==> src/rtl/keypad_pkg.sv <==
// Shared definitions for the keypad lock: key codes, FSM states, timer width.
package keypad_pkg;

   localparam int unsigned TIMER_W = 16;
   localparam int unsigned DIGITS  = 4;

   localparam logic [3:0] KEY_ENTER = 4'hA;
   localparam logic [3:0] KEY_BKSP  = 4'hB;
   localparam logic [3:0] KEY_CLR   = 4'hC;

   typedef enum logic [1:0] {
      S_ENTRY   = 2'd0,
      S_OPEN    = 2'd1,
      S_LOCKOUT = 2'd2
   } state_e;

   // Codes 0..9 are digits; A..C are commands; D..F are ignored everywhere.
   function automatic logic is_digit(input logic [3:0] k);
      return (k <= 4'd9);
   endfunction

endpackage

==> src/rtl/tick_timer.sv <==
// Loadable down-counter that saturates at zero; done is high while the count is zero.
module tick_timer
   import keypad_pkg::*;
#(
   parameter int unsigned W = TIMER_W
) (
   input  logic         clk,
   input  logic         rst_n,
   input  logic         load_i,
   input  logic [W-1:0] load_val_i,
   input  logic         en_i,
   output logic         done_o
);

   logic [W-1:0] count_q, count_d;
   logic         done_q,  done_d;

   // done is tracked alongside the count so it stays a registered flag.
   always_comb begin
      count_d = count_q;
      done_d  = done_q;
      if (load_i) begin
         count_d = load_val_i;
         done_d  = (load_val_i == '0);
      end else if (en_i && !done_q) begin
         count_d = count_q - W'(1);
         done_d  = (count_q == W'(1));
      end
   end

   always_ff @(posedge clk or negedge rst_n) begin
      if (!rst_n) begin
         count_q <= '0;
         done_q  <= 1'b1;
      end else begin
         count_q <= count_d;
         done_q  <= done_d;
      end
   end

   assign done_o = done_q;

endmodule

==> src/rtl/key_password_lock.sv <==
// Four-digit keypad lock: digit entry buffer, code compare, open window and
// lockout after too many wrong codes.
module key_password_lock
   import keypad_pkg::*;
#(
   parameter logic [15:0] PASSWORD      = 16'h1234,
   parameter int unsigned MAX_TRIES     = 3,
   parameter int unsigned OPEN_TICKS    = 500,
   parameter int unsigned LOCKOUT_TICKS = 1000
) (
   input  logic        clk,
   input  logic        rst_n,
   input  logic [3:0]  key_value,
   input  logic        key_valid,
   output logic [15:0] entry_buf,
   output logic [2:0]  digit_cnt,
   output logic        unlock,
   output logic        alarm,
   output logic        err_pulse,
   output logic [3:0]  fail_cnt
);

   localparam logic [2:0] FULL_CNT = 3'(DIGITS);

   state_e               state_q, state_d;
   logic [15:0]          buf_q, buf_d;
   logic [2:0]           cnt_q, cnt_d;
   logic [3:0]           fail_q, fail_d;
   logic                 err_q, err_d;
   logic                 unlock_q, alarm_q;
   logic                 tmr_load, tmr_en, tmr_done;
   logic [TIMER_W-1:0]   tmr_val;
   logic [3:0]           fail_inc;

   assign fail_inc = fail_q + 4'd1;
   assign tmr_en   = (state_q != S_ENTRY);

   tick_timer #(.W(TIMER_W)) u_timer (
      .clk        (clk),
      .rst_n      (rst_n),
      .load_i     (tmr_load),
      .load_val_i (tmr_val),
      .en_i       (tmr_en),
      .done_o     (tmr_done)
   );

   always_ff @(posedge clk or negedge rst_n) begin
      if (!rst_n) begin
         state_q <= S_ENTRY;
      end else begin
         state_q <= state_d;
      end
   end

   always_comb begin
      state_d  = state_q;
      buf_d    = buf_q;
      cnt_d    = cnt_q;
      fail_d   = fail_q;
      err_d    = 1'b0;
      tmr_load = 1'b0;
      tmr_val  = '0;
      unique case (state_q)
         S_ENTRY: begin
            if (key_valid) begin
               if (is_digit(key_value)) begin
                  if (cnt_q < FULL_CNT) begin
                     buf_d = {buf_q[11:0], key_value};
                     cnt_d = cnt_q + 3'd1;
                  end
               end else if (key_value == KEY_ENTER) begin
                  if (cnt_q == FULL_CNT) begin
                     buf_d = '0;
                     cnt_d = '0;
                     if (buf_q == PASSWORD) begin
                        state_d  = S_OPEN;
                        tmr_load = 1'b1;
                        tmr_val  = TIMER_W'(OPEN_TICKS - 1);
                        fail_d   = '0;
                     end else begin
                        err_d = 1'b1;
                        if (fail_inc == 4'(MAX_TRIES)) begin
                           state_d  = S_LOCKOUT;
                           tmr_load = 1'b1;
                           tmr_val  = TIMER_W'(LOCKOUT_TICKS - 1);
                           fail_d   = '0;
                        end else begin
                           fail_d = fail_inc;
                        end
                     end
                  end else begin
                     err_d = 1'b1;
                  end
               end else if (key_value == KEY_BKSP) begin
                  if (cnt_q != 3'd0) begin
                     buf_d = {4'h0, buf_q[15:4]};
                     cnt_d = cnt_q - 3'd1;
                  end
               end else if (key_value == KEY_CLR) begin
                  buf_d = '0;
                  cnt_d = '0;
               end
            end
         end
         S_OPEN: begin
            // Expiry takes priority over a coincident key.
            if (tmr_done) begin
               state_d = S_ENTRY;
            end else if (key_valid && (key_value == KEY_CLR)) begin
               state_d  = S_ENTRY;
               tmr_load = 1'b1;
            end
         end
         S_LOCKOUT: begin
            if (tmr_done) begin
               state_d = S_ENTRY;
               buf_d   = '0;
               cnt_d   = '0;
            end
         end
         default: begin
            state_d = S_ENTRY;
         end
      endcase
   end

   always_ff @(posedge clk or negedge rst_n) begin
      if (!rst_n) begin
         buf_q    <= '0;
         cnt_q    <= '0;
         fail_q   <= '0;
         err_q    <= 1'b0;
         unlock_q <= 1'b0;
         alarm_q  <= 1'b0;
      end else begin
         buf_q    <= buf_d;
         cnt_q    <= cnt_d;
         fail_q   <= fail_d;
         err_q    <= err_d;
         unlock_q <= (state_d == S_OPEN);
         alarm_q  <= (state_d == S_LOCKOUT);
      end
   end

   assign entry_buf = buf_q;
   assign digit_cnt = cnt_q;
   assign fail_cnt  = fail_q;
   assign err_pulse = err_q;
   assign unlock    = unlock_q;
   assign alarm     = alarm_q;

endmodule
==> config.mk <==
export PLATFORM = sky130hd
export DESIGN_NAME = key_password_lock
export DESIGN_NICKNAME = d
export VERILOG_FILES = /design/src/rtl/keypad_pkg.sv /design/src/rtl/tick_timer.sv /design/src/rtl/key_password_lock.sv
export SDC_FILE = /design/constraint.sdc
export NUM_CORES = 1
export LEC_CHECK = 0
export CORE_MARGIN = 8
export CORE_UTILIZATION = 45
export CTS_BUF_LIST = sky130_fd_sc_hd__clkbuf_4
export DETAILED_ROUTE_END_ITERATION = 10
export PLACE_DENSITY = 0.67
export SYNTH_ARGS = -nofsm -noshare
export SYNTH_HDL_FRONTEND = slang
export SYNTH_SLANG_ARGS = --single-unit
==> constraint.sdc <==
create_clock -name clk -period 2.4 [get_ports clk]
set_input_delay 0.48 -clock clk [delete_from_list [all_inputs] [get_ports clk]]
set_output_delay 0.48 -clock clk [all_outputs]
set_load 0.02 [all_outputs]
# Word level (Yosys, flattened, before mapping)
# Cells that the tools add are included.
[classes] n_eq_ne=17 mux=58 magnitude_cmp=2 n_reduce_logical=11 add_sub_neg=4 bitwise=1
[op_table] cell="16-bit 2-to-1 mux" n=11
[op_table] cell="10-bit 2-to-1 mux" n=7
[op_table] cell="16-bit case mux with 2 select lines" n=1
[op_table] cell="3-bit 2-to-1 mux" n=9
[op_table] cell="2-bit 2-to-1 mux" n=9
[op_table] cell="16-bit by 1-bit equality test with 1-bit output, second input constant" n=1
[op_table] cell="16-bit by 13-bit equality test with 1-bit output, second input constant" n=1
[op_table] cell="16-bit logical NOT" n=1
[op_table] cell="1-bit 2-to-1 mux" n=16
[op_table] cell="16-bit by 1-bit subtractor with 16-bit output, second input constant" n=1
[op_table] cell="4-bit equality test, second input constant" n=3
[op_table] cell="5-bit inequality test, second input constant" n=2
[op_table] cell="4-bit 2-to-1 mux" n=2
[op_table] cell="7-bit AND reduction" n=1
[op_table] cell="2-bit case mux with 3 select lines" n=1
[op_table] cell="3-bit case mux with 2 select lines" n=1
[op_table] cell="2-bit nonzero test" n=3
[op_table] cell="5-bit AND reduction" n=1
[op_table] cell="4-bit by 1-bit adder with 4-bit output, second input constant" n=1
[op_table] cell="2-bit by 1-bit equality test with 1-bit output, second input constant" n=2
[op_table] cell="2-bit equality test, second input constant" n=2
[op_table] cell="4-bit by 2-bit equality test with 1-bit output, second input constant" n=1
[op_table] cell="4-bit <= comparator, second input constant" n=1
[op_table] cell="4-bit inequality test, second input constant" n=1
[op_table] cell="13 further kinds" n=14
[totals] out_inout_bits=26 input_bits=7 reg_bits=45 elab_cells=102

# Logic depth before layout (Yosys ltp)
# Gate-level depths: netlist (run 1).
[logic_depth] word_depth=11 depth_mapped=8 mapped_depth_nobuf=7

# Cells and area by module
# From an unflattened synthesis (run 1), not the netlist that was laid out.
[unflattened] hier_cells=297 hier_area_um2=2761.4
[modules_own_cells] mod="key_password_lock" seq_area_each_um2=700.7 area_each_um2=1750.4 n_inst=1 cells_per_inst=182
[modules_own_cells] mod="tick_timer" seq_area_each_um2=426.7 area_each_um2=1011.0 n_inst=1 cells_per_inst=115

# Worst setup path before layout (run 1)
# No wires, ideal clock.
[synth_path] path_kind="register -> register" start="reg fail_q[0], in the netlist fail_cnt[0]" end="reg u_timer.count_q[4]" t_required_ns=2.276 slack_ns=0.184 period_less_slack_ns=2.216 arrival_ns=2.092 path_stages_with_launch=7 setup_ns=0.124 n_path_buf=0 cell_sequence="dfrtp_1 ha_1 or4b_2 o31ai_1 nand2_1 o21a_1 a211o_1"
[synth_between] elab_chain_len=10 elab_cells_between_ends=11 classes_between="1 x add/sub; 1 x eq/ne; 8 x mux; 1 x reduce/logical"
[synth_rtl] item="start, declared" line_no="key_password_lock.sv:28" text="logic [3:0] fail_q, fail_d;"
[synth_rtl] item="start signal, assigned" line_no="key_password_lock.sv:138" text="fail_q <= fail_d;"
[synth_rtl] item="4-bit by 1-bit adder with 4-bit output (*)" line_no="key_password_lock.sv:35" text="assign fail_inc = fail_q + 4'd1;"
[synth_rtl] item="4-bit by 2-bit equality test with 1-bit output (*)" line_no="key_password_lock.sv:82" text="if (fail_inc == 4'(MAX_TRIES)) begin"
[synth_rtl] item="1-bit 2-to-1 mux (*)" line_no="key_password_lock.sv:82"
[synth_rtl] item="1-bit 2-to-1 mux (*)" line_no="key_password_lock.sv:75" text="if (buf_q == PASSWORD) begin"
[synth_rtl] item="1-bit 2-to-1 mux (*)" line_no="key_password_lock.sv:72" text="if (cnt_q == FULL_CNT) begin"
[synth_rtl] item="1-bit 2-to-1 mux (*)" line_no="key_password_lock.sv:71" text="end else if (key_value == KEY_ENTER) begin"
[synth_rtl] item="1-bit 2-to-1 mux (*)" line_no="key_password_lock.sv:66" text="if (is_digit(key_value)) begin"
[synth_rtl] item="1-bit 2-to-1 mux (*)" line_no="key_password_lock.sv:65" text="if (key_valid) begin"
[synth_rtl] item="1-bit case mux with 2 select lines (*)" line_no="key_password_lock.sv:63" text="unique case (state_q)"
[synth_rtl] item="16-bit 2-to-1 mux or 2-bit nonzero test (tied branches)"
[synth_rtl] item="end signal, assigned" line_no="tick_timer.sv:36" text="count_q <= count_d;"
[synth_rtl] item="end, declared" line_no="tick_timer.sv:15" text="logic [W-1:0] count_q, count_d;"
# Mark *: on every way between the ends. The rest lies on a longest branch, timed or not.
# A chain may end at the register's enable or synchronous reset.

# Worst setup path in the final report (run 1)
# Ends and elaborated chain as after synthesis.

==> impl_metrics.csv, run 1 <==
group,metric,value,unit
run_status,status,"complete, no violations",
timing,setup_violations,0,
clock_network,cts_tree,"done",
layout,fin_cells,393,
layout,drive_gt1_frac,0.178,
synth,synthAdderAreaFrac,0.0349,
routing,vias_per_cell,5.75,
timing,rsz0062_at_grt,"no",
pwr,p_per_area,759,nW/um2
layout,nFillCells,484,
layout,final_core_util,0.583,
synth,synth_top_family_by_area,"simple AND/OR/NAND/NOR gates",
routing,route.detailed.drc,0,
routing,firstDrtPassIters,4,
clock_network,cts_root_buffer,"clkbuf_4",
timing,finClkSkew,6.87,ps
synth,post-synth-top-count-cell,"dfrtp_1",
timing,slew_headroom,0.579,
setup_path,cp_slowest_cell,"or4b_2",
setup_path,arrival,2550,ps
synth,synthCells,264,
setup_path,worstPathCellList,"ha_1, or4b_2, o31ai_1, nand2_1, o21a_1, a211o_1",
die,die_area,8220,um2
place,port_buffers,32,
synth,seq_area_frac_synth,0.449,
pwr,p_sw_frac,0.359,
synth,synth_cell_types,59,
synth,synth_flop_cell,"dfrtp_1",
routing,wl,6.44,mm
routing,ant_nets,0,
routing,vias,2261,
timing,worst_pin_slew,625,ps
pwr,switching_power,863,uW
layout,fin_nets,334,
pwr,power_frac_clock,0.196,
grt,grt_pass1_wl,10.7,mm
die,die_h,90.7,um
clock_network,cts.path.max_buffers,2,
timing,fmax,437,MHz
synth,netlist_top_cells_count,"44 x dfrtp_1, 33 x nand2_1, 25 x o21ai_0, 20 x nor2_1, 10 x inv_1",
synth,postSynth.asyncResetShare,1.00,
layout,multi_input_area,1300,um2
layout,antenna_cells_inserted,0,
clock_network,insertion_delay,360,ps
layout,area_delta_synth_final,26.3,%
synth,yosysWarnings,0,
pwr,seq_power_share,0.434,
synth,synth_xor_area_frac,0.0279,
routing,drtIter0Drc,200,
synth,yosys-top-cells-area,"dfrtp_1 44%, o21ai_0 5.0%, nand2_1 4.9%",
setup_path,crit_path_max_fanout,7,
synth,synthSimpleGateAreaFrac,0.229,
grt,grt_overflow,0,
die,ios,33,
timing,hold_viol_final,0,
setup_path,worstSetupStartpointType,"flip-flop",
synth,synth-compound-area-share,0.202,
setup_path,path_class,"reg -> reg",
die,fp.coreArea,5440,um2
place,gp_congestion,0.822,
grt,antenna_found_initial,0,
setup_path,slowest_delay,670,ps
pwr,max-vdd-ir-drop,0.000619,V
timing,fin_setup_tns,0,ps
clock_network,cts_inserted_buffers,5,
clock_network,htree_levels,2,
die,start_util,0.461,
place,placedCellCount,384,
synth,syn_area,2510,um2
pwr,p_total,2400,uW
grt,grt_pass1_vias,2198,
die,die_w,90.7,um
place,hpwl,4.68,mm
synth,synth_top_area_cell,"dfrtp_1",
synth,synth-edff-count,0,
clock_network,clk_pin_slew,130,ps
routing,post_drt_wl_per_cell,16.4,um
grt,grt_max_degree,46,
pwr,p_leak,0.00132,uW
pwr,p_int,1540,uW
synth,synth.net_count,278,
timing,min_period_over_period,0.953,
setup_path,worstPathRequired,2660,ps
setup_path,endpoint_kind,"flip-flop",
layout,regArea,1130,um2
pwr,comb_power_share,0.369,
hold_path,hold_path.class,"in -> async",
synth,synthMuxAreaShare,0.0244,
synth,synth-seq-cells,45,
synth,yosys.area.top_type_share,0.439,
die,row_count,27,
clock_network,cts.sinks,45,
timing,min_period,2290,ps
synth,avgSynthCellArea,9.50,um2
grt,grtUsageTotal,0.159,
timing,slew_viol_final,0,
run,cap_violations,0,
through the flow:
stage | cell area (um2) | setup WS, ps | hold WS [ps]
floorplan | 2510 | 184 | 184
global placement | 3080 | -12.5 | 511
detailed placement | 3080 | -65.8 | 514
CTS | 3160 | 105 | 200
global route | 3170 | 12.3 | 223
finish | 3170 | 113 | 178
state kept, by name, summed over array words and instances, names as in the netlist:
signal and flops:
alarm 1, digit_cnt 3, entry_buf 16, err_pulse 1, fail_cnt 4, state_q 2
u_timer.count_q 16, u_timer.done_o 1, unlock 1
power groups by stage:
stage	Clock (uW)	Combinational [uW]	Sequential [uW]
global route	515	971	1060
global placement	0	887	1050
finish	472	888	1040
floorplan	0	315	1170
detailed placement	0	895	1050
CTS	480	899	1040
worst max-delay path, delay by kind of cell, from the launching register on:
family	cells	cell delay (ps)
flip-flops	1	470
adder cells (fa/ha/maj)	1	250
AO/OA/AOI/OAI	3	600
AND/OR/NAND/NOR	2	870
cell usage in the layout (no fill, tap or decap), types with 4 or more instances in the layout:
cell type,instances
dfrtp_1,42
nand2_1,33
clkdlybuf4s50_1,31
buf_4,26
o21ai_0,24
nor2_1,20
inv_1,10
a21oi_1,9
xnor2_1,7
nor3_1,7
a22oi_1,7
ha_1,7
clkbuf_4,6
nand3_1,5
mux2i_1,5
nor4_1,5
or4_1,4
or4b_2,4
a32o_1,4
cell type report:
type | instances | share of cell area
Multi-Input combinational cell | 199 | 0.411
Sequential cell | 45 | 0.356
Timing Repair Buffer | 59 | 0.167
Tap cell | 72 | 0.0284
Clock buffer | 6 | 0.0142
Inverter | 10 | 0.0118
Clock inverter | 2 | 0.0107
metal layers:
layer  vias to the layer above  part of all wire  track usage
li1                       1092                 -            -
met1                      1118              0.48        0.211
met2                        46              0.46        0.241
met3                         5             0.046       0.0441
met4                         0            0.0082       0.0499
met5                         -                 0            0
path summary, 6_finish.rpt:
kind,depth (start not counted),slack (ps),endpoint,from
worst max-delay path,6,110,u_timer.count_q[4],fail_cnt[0]
min in group clk,2,560,u_timer.count_q[10],u_timer.count_q[10]
worst min-delay path,2,180,entry_buf[1],rst_n
max in group asynchronous,2,1800,fail_cnt[1],rst_n
worst max register to register,6,110,u_timer.count_q[4],fail_cnt[0]
worst min register to register,2,560,u_timer.count_q[10],u_timer.count_q[10]
kinds of logic after synthesis:
family | after synthesis
xor+xnor | 8
fa+ha+maj | 7
flops | 45
mux | 6
compound gates | 75
simple gates | 103
buf+inv | 20
timing repair:
action / 4_1_cts / 5_1_grt
hold buffers: 0 / 0
setup buffers: 0 / 1
gates resized for setup: 0 / 2
setup endpoints to repair: 0 / 1
(Power assumes the default switching activity.)
==> run 2, diff against run 1 <==
--- a/config.mk
+++ b/config.mk
@@ -5,6 +5,7 @@
 export SDC_FILE = /design/constraint.sdc
 export NUM_CORES = 1
 export LEC_CHECK = 0
+export ABC_CLOCK_PERIOD_IN_PS = 2400
 export CORE_MARGIN = 8
 export CORE_UTILIZATION = 45
 export CTS_BUF_LIST = sky130_fd_sc_hd__clkbuf_4
==> results of run 2 <==
The final DEF is identical to that of run 1; final timing and power are the same.
